===== config.mk =====
export PLATFORM = sky130hd
export DESIGN_NAME = adc_tap_opt_ctrl_flat
export DESIGN_NICKNAME = d
export VERILOG_FILES = /design/src/rtl/adc_delay_pkg.sv /design/src/rtl/adc_tap_opt_ctrl_if.sv /design/src/rtl/tap_window_tracker.sv /design/src/rtl/adc_tap_opt_ctrl.sv /design/src/flat_wrapper.sv
export SDC_FILE = /design/constraint.sdc
export NUM_CORES = 1
export LEC_CHECK = 0
export CAP_MARGIN = 20
export CORE_UTILIZATION = 30
export CTS_CLUSTER_DIAMETER = 50
export DETAILED_ROUTE_END_ITERATION = 8
export GPL_TIMING_DRIVEN = 1
export PLACE_DENSITY = 0.52
export SLEW_MARGIN = 20
export SYNTH_ARGS = -nofsm -noshare
export SYNTH_HDL_FRONTEND = slang
export SYNTH_SLANG_ARGS = --single-unit

===== constraint.sdc =====
create_clock -name clk -period 3.2 [get_ports clk]
set_clock_uncertainty 0.05 [all_clocks]
set_input_delay 0.32 -clock clk [delete_from_list [all_inputs] [get_ports clk]]
set_output_delay 0.32 -clock clk [all_outputs]
set_load 0.02 [all_outputs]

===== src/rtl/adc_delay_pkg.sv =====
`timescale 1ns/1ps
// Shared constants for the ADC tap-delay optimisation slice: default widths, training word,
// one-hot state encoding and the command code that launches an optimisation.
package adc_delay_pkg;

    localparam int DEF_TAP_W  = 5;
    localparam int DEF_NTAPS  = 32;
    localparam int DEF_DATA_W = 14;

    localparam logic [DEF_DATA_W-1:0] DEF_TRAIN_PATTERN = 14'h2A5C;

    // Command code the CC_OPT_DELAY handler decodes before raising start_opt.
    localparam logic [7:0] CC_OPT_DELAY = 8'h21;

    localparam int ST_IDLE     = 0;
    localparam int ST_LOAD_TAP = 1;
    localparam int ST_SETTLE   = 2;
    localparam int ST_SAMPLE   = 3;
    localparam int ST_EVAL     = 4;
    localparam int ST_APPLY    = 5;
    localparam int ST_DONE     = 6;
    localparam int ST_RESTORE  = 7;
    localparam int N_STATES    = 8;

    typedef enum logic [N_STATES-1:0] {
        IDLE     = 8'b0000_0001,
        LOAD_TAP = 8'b0000_0010,
        SETTLE   = 8'b0000_0100,
        SAMPLE   = 8'b0000_1000,
        EVAL     = 8'b0001_0000,
        APPLY    = 8'b0010_0000,
        DONE     = 8'b0100_0000,
        RESTORE  = 8'b1000_0000
    } state_e;

endpackage


===== src/rtl/adc_tap_opt_ctrl_if.sv =====
`timescale 1ns/1ps
// Command handshake, ADC data and IDELAY control bundle for one channel.
interface adc_tap_opt_ctrl_if
    import adc_delay_pkg::*;
#(
    parameter int TAP_W  = DEF_TAP_W,
    parameter int DATA_W = DEF_DATA_W
);
    logic              start_opt;
    logic              opt_done;
    logic              opt_error;
    logic              busy;
    logic [DATA_W-1:0] adc_data;
    logic [TAP_W-1:0]  delay_tap;
    logic              delay_ld;
    logic [TAP_W-1:0]  opt_tap;
    logic [TAP_W:0]    win_len;

    modport master (
        output start_opt, adc_data,
        input  opt_done, opt_error, busy, delay_tap, delay_ld, opt_tap, win_len
    );

    modport slave (
        input  start_opt, adc_data,
        output opt_done, opt_error, busy, delay_tap, delay_ld, opt_tap, win_len
    );
endinterface


===== src/rtl/tap_window_tracker.sv =====
`timescale 1ns/1ps
// Tracks the current and best contiguous run of clean taps and derives the centre
// of the best run; ties keep the earliest run.
module tap_window_tracker
    import adc_delay_pkg::*;
#(
    parameter int TAP_W = DEF_TAP_W
) (
    input  logic             clk,
    input  logic             reset,
    input  logic             clear,
    input  logic             eval,
    input  logic             pass,
    input  logic [TAP_W-1:0] tap,
    output logic [TAP_W-1:0] best_start,
    output logic [TAP_W:0]   best_len,
    output logic [TAP_W-1:0] centre
);
    logic [TAP_W:0]   cur_len;
    logic [TAP_W:0]   len_inc;
    logic [TAP_W-1:0] cur_start;
    logic [TAP_W-1:0] run_start;

    assign len_inc   = cur_len + (TAP_W+1)'(1);
    assign run_start = (cur_len == '0) ? tap : cur_start;
    assign centre    = TAP_W'({1'b0, best_start} + ((best_len - (TAP_W+1)'(1)) >> 1));

    // NOTE: sequential state uses non-blocking assignments so every register samples pre-edge values.
    always_ff @(posedge clk or posedge reset) begin
        if (reset) begin
            cur_len    <= '0;
            cur_start  <= '0;
            best_len   <= '0;
            best_start <= '0;
        end else if (clear) begin
            cur_len    <= '0;
            cur_start  <= '0;
            best_len   <= '0;
            best_start <= '0;
        end else if (eval) begin
            if (pass) begin
                cur_len   <= len_inc;
                cur_start <= run_start;
                if (len_inc > best_len) begin
                    best_len   <= len_inc;
                    best_start <= run_start;
                end
            end else begin
                cur_len <= '0;
            end
        end
    end
endmodule


===== src/rtl/adc_tap_opt_ctrl.sv =====
`timescale 1ns/1ps
// Scans every IDELAY tap against the training word, then loads the centre of the longest
// clean run; an abort reloads the last good tap.
module adc_tap_opt_ctrl
    import adc_delay_pkg::*;
#(
    parameter int                NTAPS         = DEF_NTAPS,
    parameter int                TAP_W         = DEF_TAP_W,
    parameter int                DATA_W        = DEF_DATA_W,
    parameter logic [DATA_W-1:0] TRAIN_PATTERN = DEF_TRAIN_PATTERN,
    parameter int                SETTLE_CYC    = 16,
    parameter int                SAMPLE_CYC    = 64,
    parameter int                MIN_WINDOW    = 4,
    parameter int                DEFAULT_TAP   = 16
) (
    input  logic                clk,
    input  logic                reset,
    adc_tap_opt_ctrl_if.slave   bus
);
    localparam int CNT_W = $clog2(SETTLE_CYC + SAMPLE_CYC);

    state_e            state, state_nxt;
    logic [TAP_W-1:0]  tap;
    logic [CNT_W-1:0]  cyc_cnt;
    logic              mismatch;
    logic              err_flag;
    logic [TAP_W-1:0]  opt_tap_q;
    logic [TAP_W-1:0]  held_tap;
    logic [TAP_W:0]    win_len_q;
    logic [TAP_W-1:0]  delay_tap_c;
    logic              delay_ld_c;
    logic [TAP_W-1:0]  best_start;
    logic [TAP_W:0]    best_len;
    logic [TAP_W-1:0]  centre;
    logic              tap_last;
    logic              window_ok;
    logic [TAP_W-1:0]  apply_tap;

    assign tap_last  = (tap == TAP_W'(NTAPS - 1));
    assign window_ok = (best_len >= (TAP_W+1)'(MIN_WINDOW));
    assign apply_tap = window_ok ? centre : opt_tap_q;

    tap_window_tracker #(.TAP_W(TAP_W)) u_tracker (
        .clk        (clk),
        .reset      (reset),
        .clear      (state[ST_IDLE] && bus.start_opt),
        .eval       (state[ST_EVAL]),
        .pass       (!mismatch),
        .tap        (tap),
        .best_start (best_start),
        .best_len   (best_len),
        .centre     (centre)
    );

    // NOTE: every signal written here gets a default first, so no latch is inferred.
    always_comb begin
        state_nxt   = state;
        delay_ld_c  = 1'b0;
        delay_tap_c = held_tap;
        unique case (state)
            IDLE:     if (bus.start_opt) state_nxt = LOAD_TAP;
            LOAD_TAP: begin
                delay_ld_c  = 1'b1;
                delay_tap_c = tap;
                state_nxt   = bus.start_opt ? SETTLE : RESTORE;
            end
            SETTLE: begin
                if (!bus.start_opt)                           state_nxt = RESTORE;
                else if (cyc_cnt == CNT_W'(SETTLE_CYC - 1))   state_nxt = SAMPLE;
            end
            SAMPLE: begin
                if (!bus.start_opt)                           state_nxt = RESTORE;
                else if (cyc_cnt == CNT_W'(SAMPLE_CYC - 1))   state_nxt = EVAL;
            end
            EVAL: begin
                if (!bus.start_opt) state_nxt = RESTORE;
                else if (tap_last)  state_nxt = APPLY;
                else                state_nxt = LOAD_TAP;
            end
            APPLY: begin
                delay_ld_c  = 1'b1;
                delay_tap_c = apply_tap;
                state_nxt   = bus.start_opt ? DONE : RESTORE;
            end
            DONE:     if (!bus.start_opt) state_nxt = IDLE;
            RESTORE: begin
                delay_ld_c  = 1'b1;
                delay_tap_c = opt_tap_q;
                state_nxt   = IDLE;
            end
            default:  state_nxt = IDLE;
        endcase
    end

    always_ff @(posedge clk or posedge reset) begin
        if (reset) begin
            state     <= IDLE;
            tap       <= '0;
            cyc_cnt   <= '0;
            mismatch  <= 1'b0;
            err_flag  <= 1'b0;
            opt_tap_q <= TAP_W'(DEFAULT_TAP);
            held_tap  <= TAP_W'(DEFAULT_TAP);
            win_len_q <= '0;
        end else begin
            state    <= state_nxt;
            held_tap <= delay_tap_c;
            cyc_cnt  <= (state_nxt != state) ? '0 : cyc_cnt + CNT_W'(1);
            if (state[ST_IDLE] && bus.start_opt) begin
                tap      <= '0;
                mismatch <= 1'b0;
            end
            if (state[ST_SAMPLE] && (bus.adc_data != TRAIN_PATTERN)) mismatch <= 1'b1;
            if (state[ST_EVAL]) begin
                mismatch <= 1'b0;
                if (!tap_last) tap <= tap + TAP_W'(1);
            end
            if (state[ST_APPLY]) begin
                win_len_q <= best_len;
                opt_tap_q <= apply_tap;
                err_flag  <= !window_ok;
            end
        end
    end

    assign bus.busy      = !state[ST_IDLE];
    assign bus.opt_done  = state[ST_DONE];
    assign bus.opt_error = state[ST_DONE] && err_flag;
    assign bus.delay_ld  = delay_ld_c;
    assign bus.delay_tap = delay_tap_c;
    assign bus.opt_tap   = opt_tap_q;
    assign bus.win_len   = win_len_q;
endmodule

===== src/flat_wrapper.sv =====
// flat-port wrapper written by rule: the top's interface ports become plain ports
module adc_tap_opt_ctrl_flat import adc_delay_pkg::*;
#(
    parameter int                NTAPS         = DEF_NTAPS,
    parameter int                TAP_W         = DEF_TAP_W,
    parameter int                DATA_W        = DEF_DATA_W,
    parameter logic [DATA_W-1:0] TRAIN_PATTERN = DEF_TRAIN_PATTERN,
    parameter int                SETTLE_CYC    = 16,
    parameter int                SAMPLE_CYC    = 64,
    parameter int                MIN_WINDOW    = 4,
    parameter int                DEFAULT_TAP   = 16
)
  (clk, reset, bus_start_opt, bus_adc_data, bus_opt_done, bus_opt_error, bus_busy, bus_delay_tap, bus_delay_ld, bus_opt_tap, bus_win_len);
  adc_tap_opt_ctrl_if #(.TAP_W(TAP_W), .DATA_W(DATA_W)) bus_i ();
  input  logic clk;
  input  logic reset;
  input wire logic [$bits(bus_i.start_opt)-1:0] bus_start_opt;
  input wire logic [$bits(bus_i.adc_data)-1:0] bus_adc_data;
  output wire logic [$bits(bus_i.opt_done)-1:0] bus_opt_done;
  output wire logic [$bits(bus_i.opt_error)-1:0] bus_opt_error;
  output wire logic [$bits(bus_i.busy)-1:0] bus_busy;
  output wire logic [$bits(bus_i.delay_tap)-1:0] bus_delay_tap;
  output wire logic [$bits(bus_i.delay_ld)-1:0] bus_delay_ld;
  output wire logic [$bits(bus_i.opt_tap)-1:0] bus_opt_tap;
  output wire logic [$bits(bus_i.win_len)-1:0] bus_win_len;
  assign bus_i.start_opt = bus_start_opt;
  assign bus_i.adc_data = bus_adc_data;
  assign bus_opt_done = bus_i.opt_done;
  assign bus_opt_error = bus_i.opt_error;
  assign bus_busy = bus_i.busy;
  assign bus_delay_tap = bus_i.delay_tap;
  assign bus_delay_ld = bus_i.delay_ld;
  assign bus_opt_tap = bus_i.opt_tap;
  assign bus_win_len = bus_i.win_len;
  adc_tap_opt_ctrl #(.NTAPS(NTAPS), .TAP_W(TAP_W), .DATA_W(DATA_W), .TRAIN_PATTERN(TRAIN_PATTERN), .SETTLE_CYC(SETTLE_CYC), .SAMPLE_CYC(SAMPLE_CYC), .MIN_WINDOW(MIN_WINDOW), .DEFAULT_TAP(DEFAULT_TAP)) u_core (.clk(clk), .reset(reset), .bus(bus_i));
endmodule

Yosys cells after proc, flatten, opt, wreduce, memory -nomap -nowiden
Cells that the tools add are included.
{"block": "word_totals", "elab_cells": 81, "in_bits": 17, "regBits": 60, "out_inout_bits": 20}
{"block": "classes", "addsub": 5, "n_reduce_logical": 12, "eq_ne": 14, "n_lt_le_gt_ge": 2, "n_mux": 36}
{"cell": "8-bit two-way mux", "count": 9}
{"cell": "5-bit two-way mux", "count": 12}
{"cell": "8-bit one-hot mux with 7 select lines", "count": 1}
{"cell": "6-bit two-way mux", "count": 8}
{"cell": "5-bit one-hot mux with 3 select lines", "count": 1}
{"cell": "14-bit != test, second input constant", "count": 1}
{"cell": "8-bit by 1-bit == test with 1-bit output, second input constant", "count": 1}
{"cell": "8-bit by 2-bit == test with 1-bit output, second input constant", "count": 1}
{"cell": "8-bit by 3-bit == test with 1-bit output, second input constant", "count": 1}
{"cell": "8-bit by 4-bit == test with 1-bit output, second input constant", "count": 1}
{"cell": "8-bit by 5-bit == test with 1-bit output, second input constant", "count": 1}
{"cell": "8-bit by 6-bit == test with 1-bit output, second input constant", "count": 1}
{"cell": "8-bit by 7-bit == test with 1-bit output, second input constant", "count": 1}
{"cell": "8-bit == test, second input constant", "count": 1}
{"cell": "8-bit != test", "count": 1}
{"cell": "7-bit by 1-bit adder with 7-bit output, second input constant", "count": 1}
{"cell": "7-bit by 4-bit == test with 1-bit output, second input constant", "count": 1}
{"cell": "7-bit by 6-bit == test with 1-bit output, second input constant", "count": 1}
{"cell": "7-bit two-way mux", "count": 1}
{"cell": "6-bit by 1-bit adder with 6-bit output, second input constant", "count": 1}
{"cell": "6-bit by 3-bit greater-or-equal comparator with 1-bit output, second input constant", "count": 1}
{"cell": "6-bit greater-than comparator", "count": 1}
{"cell": "6-bit logical NOT", "count": 1}
{"cell": "6-bit by 1-bit subtractor with 6-bit output, second input constant", "count": 1}
{"cell": "12 further kinds", "count": 19}

Logic depth before layout (Yosys ltp)
{"block": "depth", "word_depth": 6, "depth_mapped": 10, "ltp_nobuf": 10}

Cells and area by module
Synthesis repeated with hierarchy kept, for this count alone.
{"block": "unflattened", "cells_unflattened": 363, "area_unflattened_um2": 3602.2}
{"mod": "adc_tap_opt_ctrl", "cells_each": 203, "seq_area_each_um2": 954.7, "area_each_um2": 2080.7, "instances": 1}
{"mod": "tap_window_tracker", "cells_each": 160, "seq_area_each_um2": 550.5, "area_each_um2": 1521.5, "instances": 1}

Worst setup path after synthesis
No wires, ideal clock.
{"block": "synth_timing", "path_kind": "reg-to-output", "startpoint": "register u_core.u_tracker.best_len[2]", "endpoint": "output port bus_delay_tap[4]", "arrival_time_ps": 2294, "n_path_buf": 1, "t_required_ps": 2830, "setup_slack_ps": 536, "stages_incl_launch_ff": 10, "path_cell_list": "dfrtp_1 > clkbuf_1 > or4_1 > nand2_1 > ha_1 > a21o_1 > a21oi_1 > xnor3_1 > nor4_1 > o22a_1"}
{"block": "synth_via", "elab_chain_len": 4, "word_cells_on_any_way": 5, "cone_classes": "add/sub: 2; order compare: 1; mux: 2"}
{"element": "from (decl)", "line": "tap_window_tracker.sv:16", "rtl": "output logic [TAP_W:0] best_len,"}
{"element": "from (signal assigned)", "line": "tap_window_tracker.sv:45", "rtl": "best_len <= len_inc;"}
{"element": "6-bit by 1-bit subtractor with 6-bit output", "line": "tap_window_tracker.sv:26", "rtl": "assign centre = TAP_W'({1'b0, best_start} + ((best_len - (TAP_W+1)'(1)) >> 1));"}
{"element": "5-bit adder", "line": "tap_window_tracker.sv:26"}
{"element": "5-bit two-way mux (*)", "line": "adc_tap_opt_ctrl.sv:41", "rtl": "assign apply_tap = window_ok ? centre : opt_tap_q;"}
{"element": "5-bit one-hot mux with 3 select lines (*)", "line": "adc_tap_opt_ctrl.sv:60", "rtl": "unique case (state)"}
{"element": "to (decl)", "line": "flat_wrapper.sv:22", "rtl": "output wire logic [$bits(bus_i.delay_tap)-1:0] bus_delay_tap;"}
Every way passes the cells marked *; elsewhere a longest branch is shown, timed or not.

Worst setup path in the final report
{"block": "layout_timing", "startpoint": "register u_core.u_tracker.best_len[0]", "endpoint": "output port bus_delay_tap[4]"}
The elaborated chain is that of the path after synthesis.

==> impl_metrics.py <==
metrics = {
    "status": {
        "run_status": "finished clean",
    },
    "global_routing": {
        "gr-total-overflow": 0,
        "track_usage_pct": 15.0,
        "grt_pass1_vias": 2673,
        "grtUsageMet2_pct": 23.4,
        "global_route.peak_usage_layer": "met2",
        "met1_usage_pct": 19.9,
        "antenna_found_initial": 0,
        "met3_usage_pct": 3.57,
        "grt_pass1_wl_um": 13200,
        "grt_max_degree": 25,
    },
    "setup_path": {
        "crit_type": "flop to output pin",
        "end_kind": "output pin",
        "path_cells": "inv_1 > ha_1 > inv_1 > ha_1 > fa_2 > a21o_1 > a21oi_2 > xnor3_1 > nor4_2 > o22a_1 > buf_4",
        "ff2ff_setup_slack_ps": 810,
        "required_ps": 2830,
        "r2r_cells": 9,
        "rr_endpoint": "u_core.u_tracker.best_len[2]$_DFFE_PP0P_",
        "slowest_stage": "dfrtp_1",
        "worstPathArrival_ps": 2690,
        "worst-path-max-fanout": 4,
        "r2r_start": "u_core.u_tracker.cur_len[0]$_DFFE_PP0P_",
        "cp-start-kind": "flop",
        "slowest_delay_ps": 380,
    },
    "cts": {
        "cts_max_level": 3,
        "cts.clk_slew.worst_paths_ps": 70,
        "clock_sinks": 60,
        "cts_tree": "yes",
        "hold_buffers": 0,
        "insertion_delay_ps": 350,
        "cts_buffer_depth": 2,
        "cts_root_buf": "clkbuf_8",
        "cts_inserted_buffers": 9,
    },
    "pwr": {
        "leakagePower_nw": 1.95,
        "switching_power_w": 0.000555,
        "ir_worst_vdd_mv": 0.327,
        "combPwrFrac_pct": 18.8,
        "p_clk_share_pct": 37.0,
        "switching_share_pct": 29.1,
        "internal-power_w": 0.00135,
        "seqPwrFrac_pct": 44.2,
        "power_density_nw_per_um2": 451,
    },
    "timing": {
        "finalCritPeriodShare_pct": 95.8,
        "hold_viol_final": 0,
        "rsz0062_at_grt": "true",
        "setup_viol": 0,
        "setup_tns_ps": 0,
        "worst_hold_slack_ps": 291,
        "worst_pin_slew_ps": 691,
        "period_minus_slack_ps": 3060,
        "fmax_mhz": 326,
        "drv_slew": 0,
        "relSlewSlack_pct": 53.5,
    },
    "floorplan": {
        "die_width_um": 108,
        "coreArea_um2": 10900,
        "dieArea_um2": 11600,
        "initial_utilization_pct": 30.9,
        "dieHeight_um": 108,
        "rows": 38,
        "boundaryPins": 37,
    },
    "final_layout": {
        "syn_to_final_growth_pct": 25.6,
        "finalInstanceArea_um2": 4230,
        "fin_cells": 533,
        "drive_gt1_share_pct": 17.3,
        "fill_cells": 1079,
        "layout.nets": 423,
        "antenna_cells": 0,
    },
    "synthesis": {
        "yosys_warnings": 0,
        "syn_area_um2": 3370,
        "synth_top_area_share_pct": 42.4,
        "async_flop_share_pct": 100,
        "synthTopCellsByCount": "dfrtp_1 (57), nor2_1 (37), nand2_1 (19), ha_1 (17), mux2i_1 (17)",
        "synth_most_common_cell": "dfrtp_1",
        "synth_nets": 367,
        "synth_seq_area_share_pct": 44.7,
        "synth_area_leaders": "dfrtp_1 (42%), ha_1 (6.3%), mux2i_1 (5.1%), nor2_1 (4.1%), mux2_2 (3.7%)",
        "synth_edf_count": 0,
        "synth_seq_cells": 60,
        "synth_cell_types": 54,
        "syn_avg_cell_area_um2": 10.1,
        "synth_top_cell_by_area": "dfrtp_1",
        "synth_ff_type": "dfrtp_1",
        "syn_inst": 332,
    },
    "drt": {
        "wirelength_um": 7650,
        "num_vias": 2597,
        "final_antenna_net_count": 0,
        "viasPerCell": 4.87,
        "wl_per_cell_um": 14.3,
        "drt-pass1-iter-count": 4,
        "drc": 0,
        "drt_iter0_drc": 175,
    },
    "hold_path": {
        "min_path_type": "input port to async pin",
    },
    "placement": {
        "gp_congestion": 0.779,
        "dpl.cell_count": 514,
        "io_buffer_count": 36,
        "place_hpwl_um": 5610,
        "place_area_um2": 3990,
    },
    "run": {
        "cap_violations": 0,
    },
}
layout make-up:
type	instances	area, µm²	share of cell area [%]
Clock buffer	12	155	3.67
Clock inverter	4	47.5	1.12
Inverter	14	52.6	1.24
Multi-Input combinational cell	246	1790	42.2
Sequential cell	60	1510	35.6
Tap cell	140	175	4.14
Timing Repair Buffer	57	507	12.0
logic make-up after synthesis:
kind of cell | Yosys count | share of synthesized area, %
xor gates and xnor gates | 17 | 4.83
muxes | 28 | 8.74
buffers and inverters | 26 | 3.01
and+or+nand+nor | 123 | 19.5
AOI/OAI and AO/OA | 60 | 12.3
adders and majority gates | 18 | 6.91
DFF | 60 | 44.7
cells in the final DEF (no fill, tap or decap), types with 3 or more instances in the layout:
cell type | synthesis | routed
dfrtp_1 | 57 | 57
nor2_1 | 37 | 37
clkdlybuf4s50_1 | 0 | 31
buf_4 | 0 | 22
nand2_1 | 19 | 19
mux2i_1 | 17 | 17
ha_1 | 17 | 17
a21oi_1 | 16 | 15
inv_1 | 14 | 13
nor2b_1 | 12 | 12
nand3_1 | 12 | 12
mux2_2 | 11 | 11
clkbuf_8 | 0 | 11
nand2b_1 | 10 | 10
xnor2_1 | 9 | 9
nor3_1 | 9 | 9
o21ai_0 | 9 | 9
a211oi_1 | 7 | 7
xor2_1 | 7 | 6
nor4_2 | 2 | 4
a22oi_1 | 4 | 4
and2_1 | 3 | 3
o21a_1 | 3 | 3
a21o_1 | 3 | 3
and3_1 | 3 | 3
dfstp_2 | 3 | 3
repair_timing:
| item | CTS | global route |
|---|---|---|
| resized for setup | 9 | 9 |
| setup buffers | 3 | 0 |
| setup endpoints to repair | 4 | 4 |
critical path: cells and delay by family (launching register included):
kind | cells | cell delay [ps]
and+or+nand+nor | 1 | 150
AOI/OAI and AO/OA | 3 | 490
DFF | 1 | 380
xor gates and xnor gates | 1 | 270
buffers and inverters | 3 | 240
adders and majority gates | 3 | 830
state kept, by name, summed over array words and instances (netlist names), 5 cells and up:
signal and cells:
u_core.bus.win_len 6, u_core.bus.opt_tap 5, u_core.u_tracker.cur_len 6, u_core.state 8, u_core.u_tracker.cur_start 5, u_core.u_tracker.best_start 5
u_core.tap 5, u_core.u_tracker.best_len 6, u_core.cyc_cnt 7, u_core.held_tap 5
metrics by stage:
step / utilization [%] / worst slack, ps / power [W]
6_report: 38.8 / 135 / 0.00191
5_1_grt: 38.8 / -63.9 / 0.00201
4_1_cts: 38.7 / 7.02 / 0.00193
3_5_place_dp: 36.6 / -114 / 0.00122
3_3_place_gp: 36.6 / -68.8 / 0.00122
2_1_floorplan: - / 536 / 0.00108
per-layer routing:
layer | vias to the layer above | part of all wire (%) | wire length [µm]
met5 | - | 0 | 0
met4 | 0 | 1.5 | 116
met3 | 10 | 3.4 | 263
met2 | 44 | 45 | 3450
met1 | 1258 | 50 | 3810
li1 | 1285 | - | -
power by group through the flow:
stage	registers [W]	logic (W)	clock network, W
after floorplan	0.000834	0.000246	0
after global placement	0.000854	0.000363	0
final	0.000843	0.000358	0.000706
after CTS	0.000841	0.000357	0.000735
after detailed placement	0.000854	0.000365	0
after global routing	0.000850	0.000395	0.000769
worst max-delay path by stage:
stage / slack, ps / startpoint / depth (start not counted) / to
after floorplan: 540 / u_core.u_tracker.best_len[2]$_DFFE_PP0P_ / 9 / bus_delay_tap[4]
after global placement: -70 / u_core.u_tracker.best_len[0]$_DFFE_PP0P_ / 11 / bus_delay_tap[4]
after detailed placement: -110 / u_core.u_tracker.best_len[1]$_DFFE_PP0P_ / 11 / bus_delay_tap[4]
after CTS: 7 / u_core.u_tracker.best_len[0]$_DFFE_PP0P_ / 11 / bus_delay_tap[4]
after global routing: -60 / u_core.u_tracker.best_len[0]$_DFFE_PP0P_ / 11 / bus_delay_tap[4]
final: 140 / u_core.u_tracker.best_len[0]$_DFFE_PP0P_ / 11 / bus_delay_tap[4]
Note: power is estimated with default switching activity, not from simulation.
